--- config.mk ---
export PLATFORM = sky130hd
export DESIGN_NAME = bram_beamformer_sequencer
export DESIGN_NICKNAME = d
export VERILOG_FILES = /design/src/rtl/bram_beamformer_sequencer.sv
export SDC_FILE = /design/constraint.sdc
export NUM_CORES = 1
export LEC_CHECK = 0
export CELL_PAD_IN_SITES_DETAIL_PLACEMENT = 1
export CELL_PAD_IN_SITES_GLOBAL_PLACEMENT = 1
export CORE_AREA = 2 2 105 107
export CTS_BUF_LIST = sky130_fd_sc_hd__clkbuf_16
export CTS_CLUSTER_DIAMETER = 30
export DETAILED_ROUTE_END_ITERATION = 12
export DIE_AREA = 0 0 107 109
export DONT_BUFFER_PORTS = 1
export PLACE_DENSITY_LB_ADDON = 0.2
export SLEW_MARGIN = 20
export SYNTH_ARGS = -nofsm -noshare
export SYNTH_HDL_FRONTEND = slang
export SYNTH_SLANG_ARGS = --single-unit
--- constraint.sdc ---
create_clock -name clk -period 3.7 [get_ports clk]
set_input_delay 1.11 -clock clk [delete_from_list [all_inputs] [get_ports clk]]
set_output_delay 1.11 -clock clk [all_outputs]
set_load 0.01 [all_outputs]
--- src/rtl/bram_beamformer_sequencer.sv ---
// Delay-and-sum beamformer sequencer: walks output samples, issues delayed
// per-channel BRAM reads, accumulates and writes the averaged beam sample.
module bram_beamformer_sequencer #(
  parameter int NUM_CH      = 4,
  parameter int CH_W        = 2,
  parameter int ADDR_W      = 11,
  parameter int DATA_W      = 12,
  parameter int NUM_SAMPLES = 2048
) (
  input  logic              clk,
  input  logic              rst,
  input  logic              start,
  output logic              busy,
  output logic              done,
  input  logic              cfg_we,
  input  logic [CH_W-1:0]   cfg_ch,
  input  logic [ADDR_W-1:0] cfg_delay,
  output logic              rd_en,
  output logic [CH_W-1:0]   rd_ch,
  output logic [ADDR_W-1:0] rd_addr,
  input  logic [DATA_W-1:0] rd_data,
  output logic              wr_en,
  output logic [ADDR_W-1:0] wr_addr,
  output logic [DATA_W-1:0] wr_data
);

  localparam int ACC_W = DATA_W + CH_W;
  localparam logic [ADDR_W:0] LAST_S = (ADDR_W+1)'(NUM_SAMPLES - 1);
  localparam logic [CH_W-1:0] LAST_C = CH_W'(NUM_CH - 1);

  typedef enum logic [2:0] {
    S_IDLE,
    S_READ,
    S_DRAIN,
    S_WRITE,
    S_DONE
  } state_t;

  state_t            r_state;
  state_t            w_next;
  logic [ADDR_W-1:0] r_s;
  logic [CH_W-1:0]   r_c;
  logic [ACC_W-1:0]  r_acc;
  logic              r_cap;
  logic [ADDR_W-1:0] r_dly [NUM_CH];

  logic [ADDR_W-1:0] w_dly;
  logic              w_hit;
  logic              w_last_s;

  assign w_dly    = r_dly[r_c];
  assign w_hit    = (r_s >= w_dly);
  assign w_last_s = ({1'b0, r_s} == LAST_S);

  always_comb begin
    w_next  = r_state;
    busy    = 1'b0;
    done    = 1'b0;
    rd_en   = 1'b0;
    rd_ch   = '0;
    rd_addr = '0;
    wr_en   = 1'b0;
    wr_addr = '0;
    wr_data = '0;
    unique case (r_state)
      S_IDLE: begin
        if (start) w_next = S_READ;
      end
      S_READ: begin
        busy = 1'b1;
        // a channel whose delay exceeds s still burns its slot
        if (w_hit) begin
          rd_en   = 1'b1;
          rd_ch   = r_c;
          rd_addr = r_s - w_dly;
        end
        if (r_c == LAST_C) w_next = S_DRAIN;
      end
      S_DRAIN: begin
        busy   = 1'b1;
        w_next = S_WRITE;
      end
      S_WRITE: begin
        busy    = 1'b1;
        wr_en   = 1'b1;
        wr_addr = r_s;
        wr_data = r_acc[ACC_W-1:CH_W];
        w_next  = w_last_s ? S_DONE : S_READ;
      end
      S_DONE: begin
        done   = 1'b1;
        w_next = S_IDLE;
      end
      default: w_next = S_IDLE;
    endcase
  end

  always_ff @(posedge clk) begin
    if (rst) begin
      r_state <= S_IDLE;
      r_s     <= '0;
      r_c     <= '0;
      r_acc   <= '0;
      r_cap   <= 1'b0;
      for (int i = 0; i < NUM_CH; i++) r_dly[i] <= '0;
    end else begin
      r_state <= w_next;
      r_cap   <= rd_en;
      if (r_cap) r_acc <= r_acc + {{CH_W{1'b0}}, rd_data};
      if (r_state == S_IDLE) begin
        if (cfg_we) r_dly[cfg_ch] <= cfg_delay;
        if (start) begin
          r_s   <= '0;
          r_c   <= '0;
          r_acc <= '0;
        end
      end
      if (r_state == S_READ) r_c <= r_c + 1'b1;
      if (r_state == S_WRITE) begin
        r_acc <= '0;
        r_s   <= r_s + 1'b1;
      end
    end
  end

endmodule

==> metrics.txt, run 1 <==
Clock power frac=0.407; fill count=1163; failing checks=setup timing; CTS root buffer=clkbuf_16; Via Count=3662; most frequent cells in the layout=45 x and2_1, 44 x edfxtp_1, 35 x nor2_1, 33 x buf_4, 32 x dfxtp_1; delay-heaviest family, CP=buffers and inverters; CP endpoint kind=output pin; type of the most critical hold path=flip-flop to flip-flop; Area Growth Syn to Fin=21.4%; Synth Net Count=520; Static Leak=2.25 nW; Post-synth EDFFs=44; pins over their slew limit=0; cells after synthesis=464; register share of total power=0.461; clock tree buffer depth=2; Pre-antenna DRT Iters=4; Synth Cell Area=0.00465 mm²; Final ANT Viol Nets=0; placed cells=609; clk slew on worst S/H paths=70 ps; routed len/inst=20.0 µm; Core ar.=0.0106 mm²; Synth Area in Adders=0.0758; Synth Area in Compound Gates=0.119; VDD IR max=0.268 mV; Layout Nets=554; Post-Layout Cell Count=643; critical path's largest stage delay=510 ps; Post-Route WL=12.9 mm; crit-path cells=buf_6 > mux4_2 > inv_2 > ha_4 > inv_4 > a21oi_2 > o21a_1 > or3_4 > o21ai_4 > buf_6 > nor3_1 > buf_4; Rel. slew slack=0.375; largest net degree at the start of global routing=28; RD Place Congestion=0.898; Final setup viols=14; status=finished, violations left; net switching power=536 µW; H-tree depth=3; layout cell share with drive strength beyond 1=0.256; post-route minimum period=4050 ps; post-DP HPWL=8.63 mm; total die area=0.0117 mm²; I/O pins=69; post-route design area=0.00565 mm²; number of cell rows=38; synth warn=0; setup ws final=-352 ps; total global-route track usage=0.221; Fin. Hold Viols=0; Initial DRC Count=160; Die Span Y=109 µm; Main synth FF type=edfxtp_1; Die W=107 µm; simple logic cell fraction of the synthesized area=0.239; multiplexer share of the synthesized area=0.0748; syn_area_per_cell=10.0 µm²; CTS Sinks=77; input/output buffers=0; Crit-path slowest cell=mux4_2; Pint=1.52 mW; sw frac=0.261; Worst-Skew Late Latency=340 ps; GR Overflow Total=0; Async S/R FF share, synth=0; number of distinct library cells after synthesis=62; RSZ-0062 raised after global routing=yes; Tightest Pin Transition=936 ps; Critical Path RT=2590 ps; xor/xnor share of the synthesized area=0.0226; Max-cap violations=0; DRC viols=0; Pwr per Cell Area=364 mW/mm²; Startpoint Class=flip-flop; Synth Register Bits=77; sequential fraction of the synthesis area=0.426; worst-path fanout max=6; Comb power frac=0.132; largest family of logic cells by synthesized area=simple AND/OR/NAND/NOR gates; via-per-instance ratio=5.70; period utilization=1.10; vias in the first global route=3667; clk_skew=6.15 ps; diode count=0; initial antenna violation count=0; Worst Path Buf+Inv=5; placed inst area=0.00494 mm²; CP dominant cell by count=buf_6; Power, Total=2.05 mW; Worst EP arrival=2940 ps; fmax=247 MHz; CTS tree=built; Initial Util=0.439; commonest non-fill, non-tap cell in the layout=and2_1; global-route wire length before repair=19.4 mm; critical path class=flip-flop to output pin; CTS Buf Count=9; setup tns final=-4330 ps
## stage by stage
step	hold slack (ps)	setup slack, ps	util
2_1_floorplan	465	22.7	-
3_5_place_dp	504	-238	0.466
4_1_cts	516	-315	0.519
5_1_grt	556	-441	0.533
3_3_place_gp	479	-134	0.466
6_report	519	-352	0.533
## layer usage
layer,vias to the layer above,track usage,share of wire
met2,70,0.367,0.50
met4,0,0.0714,0.020
met3,20,0.0550,0.031
met1,1810,0.285,0.45
met5,-,0,0
li1,1762,-,-
## registers in the layout, summed over array words and instances, names as in the netlist, named ones only
signal   count
r_acc       14
r_c          2
r_cap        1
r_dly       44
r_s         11
r_state      3
## cell usage after synthesis, types with 3 or more instances
library cell / number / area [µm²]
and2_1: 48 / 300
edfxtp_1: 44 / 1320
nor2_1: 40 / 150
dfxtp_1: 33 / 661
and3_1: 29 / 181
ha_1: 25 / 313
inv_1: 23 / 86.3
a21oi_1: 22 / 110
o21ai_0: 18 / 90.1
nand2_1: 16 / 60.1
clkbuf_1: 14 / 52.6
nor3_1: 12 / 60.1
mux4_2: 11 / 248
mux2i_1: 10 / 100
xnor2_1: 10 / 87.6
nand3_1: 8 / 40.0
a211oi_1: 7 / 52.6
nor2b_1: 7 / 43.8
nand4_1: 6 / 37.5
nor3b_1: 5 / 37.5
o21a_1: 5 / 37.5
or2_2: 5 / 31.3
a21o_1: 4 / 30.0
a31oi_1: 4 / 25.0
a22oi_1: 3 / 22.5
buf_2: 3 / 15.0
nand3b_1: 3 / 22.5
o211ai_1: 3 / 22.5
o21bai_1: 3 / 22.5
## cells by family (layout without fill, tap and decap cells)
logic type | count (synthesis) | in the layout
multiplexers | 21 | 21
flip-flops | 77 | 77
XOR/XNOR | 12 | 12
adder cells (fa/ha/maj) | 27 | 27
AO/OA/AOI/OAI | 85 | 85
buffers and inverters | 46 | 85
AND/OR/NAND/NOR | 196 | 196
## power groups by stage
stage	Sequential, mW	Clock, mW	Combinational (mW)
final	0.947	0.837	0.271
after global routing	0.949	0.883	0.293
after CTS	0.948	0.840	0.241
after detailed placement	0.966	0	0.204
after global placement	0.964	0	0.198
after floorplan	0.958	0	0.148
## worst register-to-register path, stage by stage (launching register included)
cell and delay [ps]:
dfxtp_1 350, inv_1 560, and3_1 420, and2b_1 450, nor3b_1 280, or2_2 360
## cell type report
class                           instances  area (µm²)  share of cell area
Tap cell                              140         175              0.0310
Sequential cell                        77        1990               0.352
Inverter                               25        98.8              0.0175
Clock buffer                            9         225              0.0399
Multi-Input combinational cell        341        2720               0.482
Timing Repair Buffer                   44         389              0.0689
Clock inverter                          7        51.3             0.00908
## final timing paths
path | endpoint | from | slack (ps) | cells after the start
min | r_acc[0] | r_acc[0] | 520 | 2
max | rd_addr[5] | flip-flop | -350 | 12
max reg2reg | r_dly[0][1] | r_state[2] | 960 | 5
min reg2reg | r_acc[0] | r_acc[0] | 520 | 2
## repair_timing
action                     4_1_cts  5_1_grt
setup buffers                   11        8
gates cloned                     0        0
setup endpoints to repair       14       14
hold buffers                     0        0
pin swaps                       20       15
resized for setup               52       18
(Power assumes the default switching activity.)
==> run 2, diff against run 1 <==
--- a/config.mk
+++ b/config.mk
@@ -7,11 +7,11 @@
 export LEC_CHECK = 0
 export CELL_PAD_IN_SITES_DETAIL_PLACEMENT = 1
 export CELL_PAD_IN_SITES_GLOBAL_PLACEMENT = 1
-export CORE_AREA = 2 2 105 107
+export CORE_AREA = 2 2 100 102
 export CTS_BUF_LIST = sky130_fd_sc_hd__clkbuf_16
 export CTS_CLUSTER_DIAMETER = 30
 export DETAILED_ROUTE_END_ITERATION = 12
-export DIE_AREA = 0 0 107 109
+export DIE_AREA = 0 0 102 104
 export DONT_BUFFER_PORTS = 1
 export PLACE_DENSITY_LB_ADDON = 0.2
 export SLEW_MARGIN = 20
==> constraint.sdc (replaced) <==
create_clock -name clk -period 4.1 [get_ports clk]
set_input_delay 1.23 -clock clk [delete_from_list [all_inputs] [get_ports clk]]
set_output_delay 1.23 -clock clk [all_outputs]
set_load 0.01 [all_outputs]
==> run 2 against run 1 <==
Net effect:
- the run still ends with setup timing left
- largest power group unchanged
- cell area decreased by 2.0%
- global-route usage up 1.5 points
- setup slack better by 280 ps
- combinational power decreased by 17%
- clock power is 7.5% lower
- utilization rose by 4.7 points
- power is 9.7% lower
- sequential cell count did not move
- critical path type unchanged
==> metrics.txt, run 2 (same netlist as run 1, synthesis figures left out) <==
status=finished, violations left (unchanged); failing checks=setup timing (unchanged); Worst Reg2Reg Path Length in Cells=6 (was 5); CP dominant cell by count=a21oi_2 (was buf_6); initial antenna violation count=0 (unchanged); Tightest Pin Transition=936 ps (about the same); Startpoint Class=flip-flop (unchanged); Largest regs=r_dly: 44 flops, r_acc: 14 flops, r_s: 11 flops (unchanged); Worst EP arrival=2950 ps (was 2940 ps); total global-route track usage=0.237 (was 0.221); Die Span Y=104 µm (was 109 µm); pins over their slew limit=0 (unchanged); Worst Path Buf+Inv=3 (was 5); Worst path depth=12 (unchanged); number of cell rows=36 (was 38); CTS Buf Count=9 (unchanged); sw frac=0.264 (was 0.261); post-DP HPWL=8.40 mm (was 8.63 mm); clk slew on worst S/H paths=60 ps (was 70 ps); Post-Route WL=12.4 mm (was 12.9 mm); largest net degree at the start of global routing=28 (unchanged); DRC viols=0 (unchanged); delay-heaviest family, CP=multiplexers (was buffers and inverters); Power, Total=1.85 mW (was 2.05 mW); net switching power=490 µW (was 536 µW); RD Place Congestion=0.945 (was 0.898); Pint=1.36 mW (was 1.52 mW); Clock power frac=0.418 (was 0.407); H-tree depth=3 (unchanged); Layout Nets=541 (was 554); Hold Path Depth=2 (unchanged); Worst-Skew Late Latency=340 ps (about the same); Initial DRC Count=76 (was 160); via-per-instance ratio=5.79 (was 5.70); clock tree buffer depth=2 (unchanged); critical path class=flip-flop to output pin (unchanged); commonest non-fill, non-tap cell in the layout=and2_1 (unchanged); post-route minimum period=4180 ps; total die area=0.0106 mm² (was 0.0117 mm²); RSZ-0062 raised after global routing=yes (unchanged); Initial Util=0.487 (was 0.439); CP endpoint kind=output pin (unchanged); Final ANT Viol Nets=0 (unchanged); diode count=0 (unchanged); CTS root buffer=clkbuf_16 (unchanged); register share of total power=0.461 (about the same); placed cells=592 (was 609); Via Count=3609 (was 3662); most frequent cells in the layout=45 x and2_1, 44 x edfxtp_1, 36 x nor2_1, 32 x dfxtp_1, 29 x and3_1 (was 45 x and2_1, 44 x edfxtp_1, 35 x nor2_1, 33 x buf_4, 32 x dfxtp_1); Crit-path slowest cell=mux4_2 (unchanged); I/O pins=69 (unchanged); Max-cap violations=0 (unchanged); clk_skew=12.6 ps (was 6.15 ps); Die W=102 µm (was 107 µm); global-route wire length before repair=19.6 mm (was 19.4 mm); Area Growth Syn to Fin=19.0% (was 21.4%); Rel. slew slack=0.375 (about the same); CTS Sinks=77 (unchanged); vias in the first global route=3748 (was 3667); Fin. Hold Viols=0 (unchanged); Comb power frac=0.122 (was 0.132); Critical Path RT=2870 ps (was 2590 ps); Post-Layout Cell Count=623 (was 643); input/output buffers=0 (unchanged); CTS tree=built (unchanged); Core ar.=0.00955 mm² (was 0.0106 mm²); layout cell share with drive strength beyond 1=0.235 (was 0.256); fmax=239 MHz; max reg flops=44 (unchanged); Final setup viols=10 (was 14); period utilization=1.02; critical path's largest stage delay=520 ps (was 510 ps); Pwr per Cell Area=335 mW/mm² (was 364 mW/mm²); Largest Register=r_dly (unchanged); worst-path fanout max=3 (was 6); GR Overflow Total=0 (unchanged); routed len/inst=19.9 µm (was 20.0 µm); crit-path cells=buf_6 > mux4_2 > ha_4 > inv_2 > fa_2 > a21oi_2 > o21ai_2 > a21oi_2 > o21bai_1 > mux2i_1 > nor4_4 > buf_4 (was buf_6 > mux4_2 > inv_2 > ha_4 > inv_4 > a21oi_2 > o21a_1 > or3_4 > o21ai_4 > buf_6 > nor3_1 > buf_4); setup ws final=-75.6 ps (was -352 ps); VDD IR max=0.245 mV (was 0.268 mV); type of the most critical hold path=flip-flop to flip-flop (unchanged); Static Leak=2.19 nW (was 2.25 nW); Pre-antenna DRT Iters=4 (unchanged)
run 2: changes by cell type in the layout (fill, tap and decap cells not counted), moves of 2 or more:
cell / previous run / this run
buf_4: 33 / 24
buf_12: 2 / 0
nor3_1: 10 / 8
inv_2: 9 / 7
inv_1: 13 / 17
buf_6: 9 / 6
inv_6: 1 / 3
clkinv_4: 3 / 1
run 2: metal layers:
layer | up-vias | part of all wire | routed length, µm | GRT usage
li1 | 1735 | - | - | -
met1 | 1773 | 0.45 | 5530 | 0.315
met2 | 84 | 0.49 | 6110 | 0.392
met3 | 17 | 0.043 | 535 | 0.0444
met4 | 0 | 0.017 | 214 | 0.0676
met5 | - | 0 | 0 | 0
run 2: worst register-to-register path, delay by kind of cell, from the launching register on:
kind                   cells  cell delay (ps)
AND/OR/NAND/NOR            4             1400
flip-flops                 1              350
buffers and inverters      2              720
run 2: final cells by class:
type | instances | area [µm²]
fill | 1060 | 4010
multi-input combinational | 341 | 2740
sequential | 77 | 1990
timing repair buffer | 31 | 263
clock buffer | 9 | 225
tap | 133 | 166
inverter | 25 | 96.3
clock inverter | 7 | 57.6
run 2: repair_timing:
item	CTS	global route
hold buffers	0	0
gates resized for setup	42	30
buffers inserted	8	7
endpoints found under the hold margin	0	0
pin swaps	8	19
endpoints found under the setup margin	14	14
run 2: through the flow:
stage               hold WS (ps)  instance area (µm²)  setup slack, ps  TNS, ps   util
floorplan                    465                 4650              210        0      -
global placement             479                 4830              124        0  0.506
detailed placement           489                 4830             72.4        0  0.506
CTS                          505                 5360            -30.9     -121  0.561
global route                 545                 5540             -161    -1480  0.580
finish                       498                 5540            -75.6     -442  0.580
run 2: power by group through the flow:
stage,clock network [mW],registers (mW),logic [mW]
after CTS,0.780,0.855,0.200
after floorplan,0,0.864,0.133
after detailed placement,0,0.871,0.173
after global placement,0,0.869,0.168
final,0.774,0.855,0.225
after global routing,0.815,0.857,0.245
run 2: worst paths after layout:
kind	start	endpoint	slack, ps
worst max register to register	r_state[2]	r_dly[0][0]	1300
worst min-delay path	r_acc[0]	r_acc[0]	500
worst min register to register	r_acc[0]	r_acc[0]	500
worst max-delay path	flip-flop	rd_addr[10]	-80
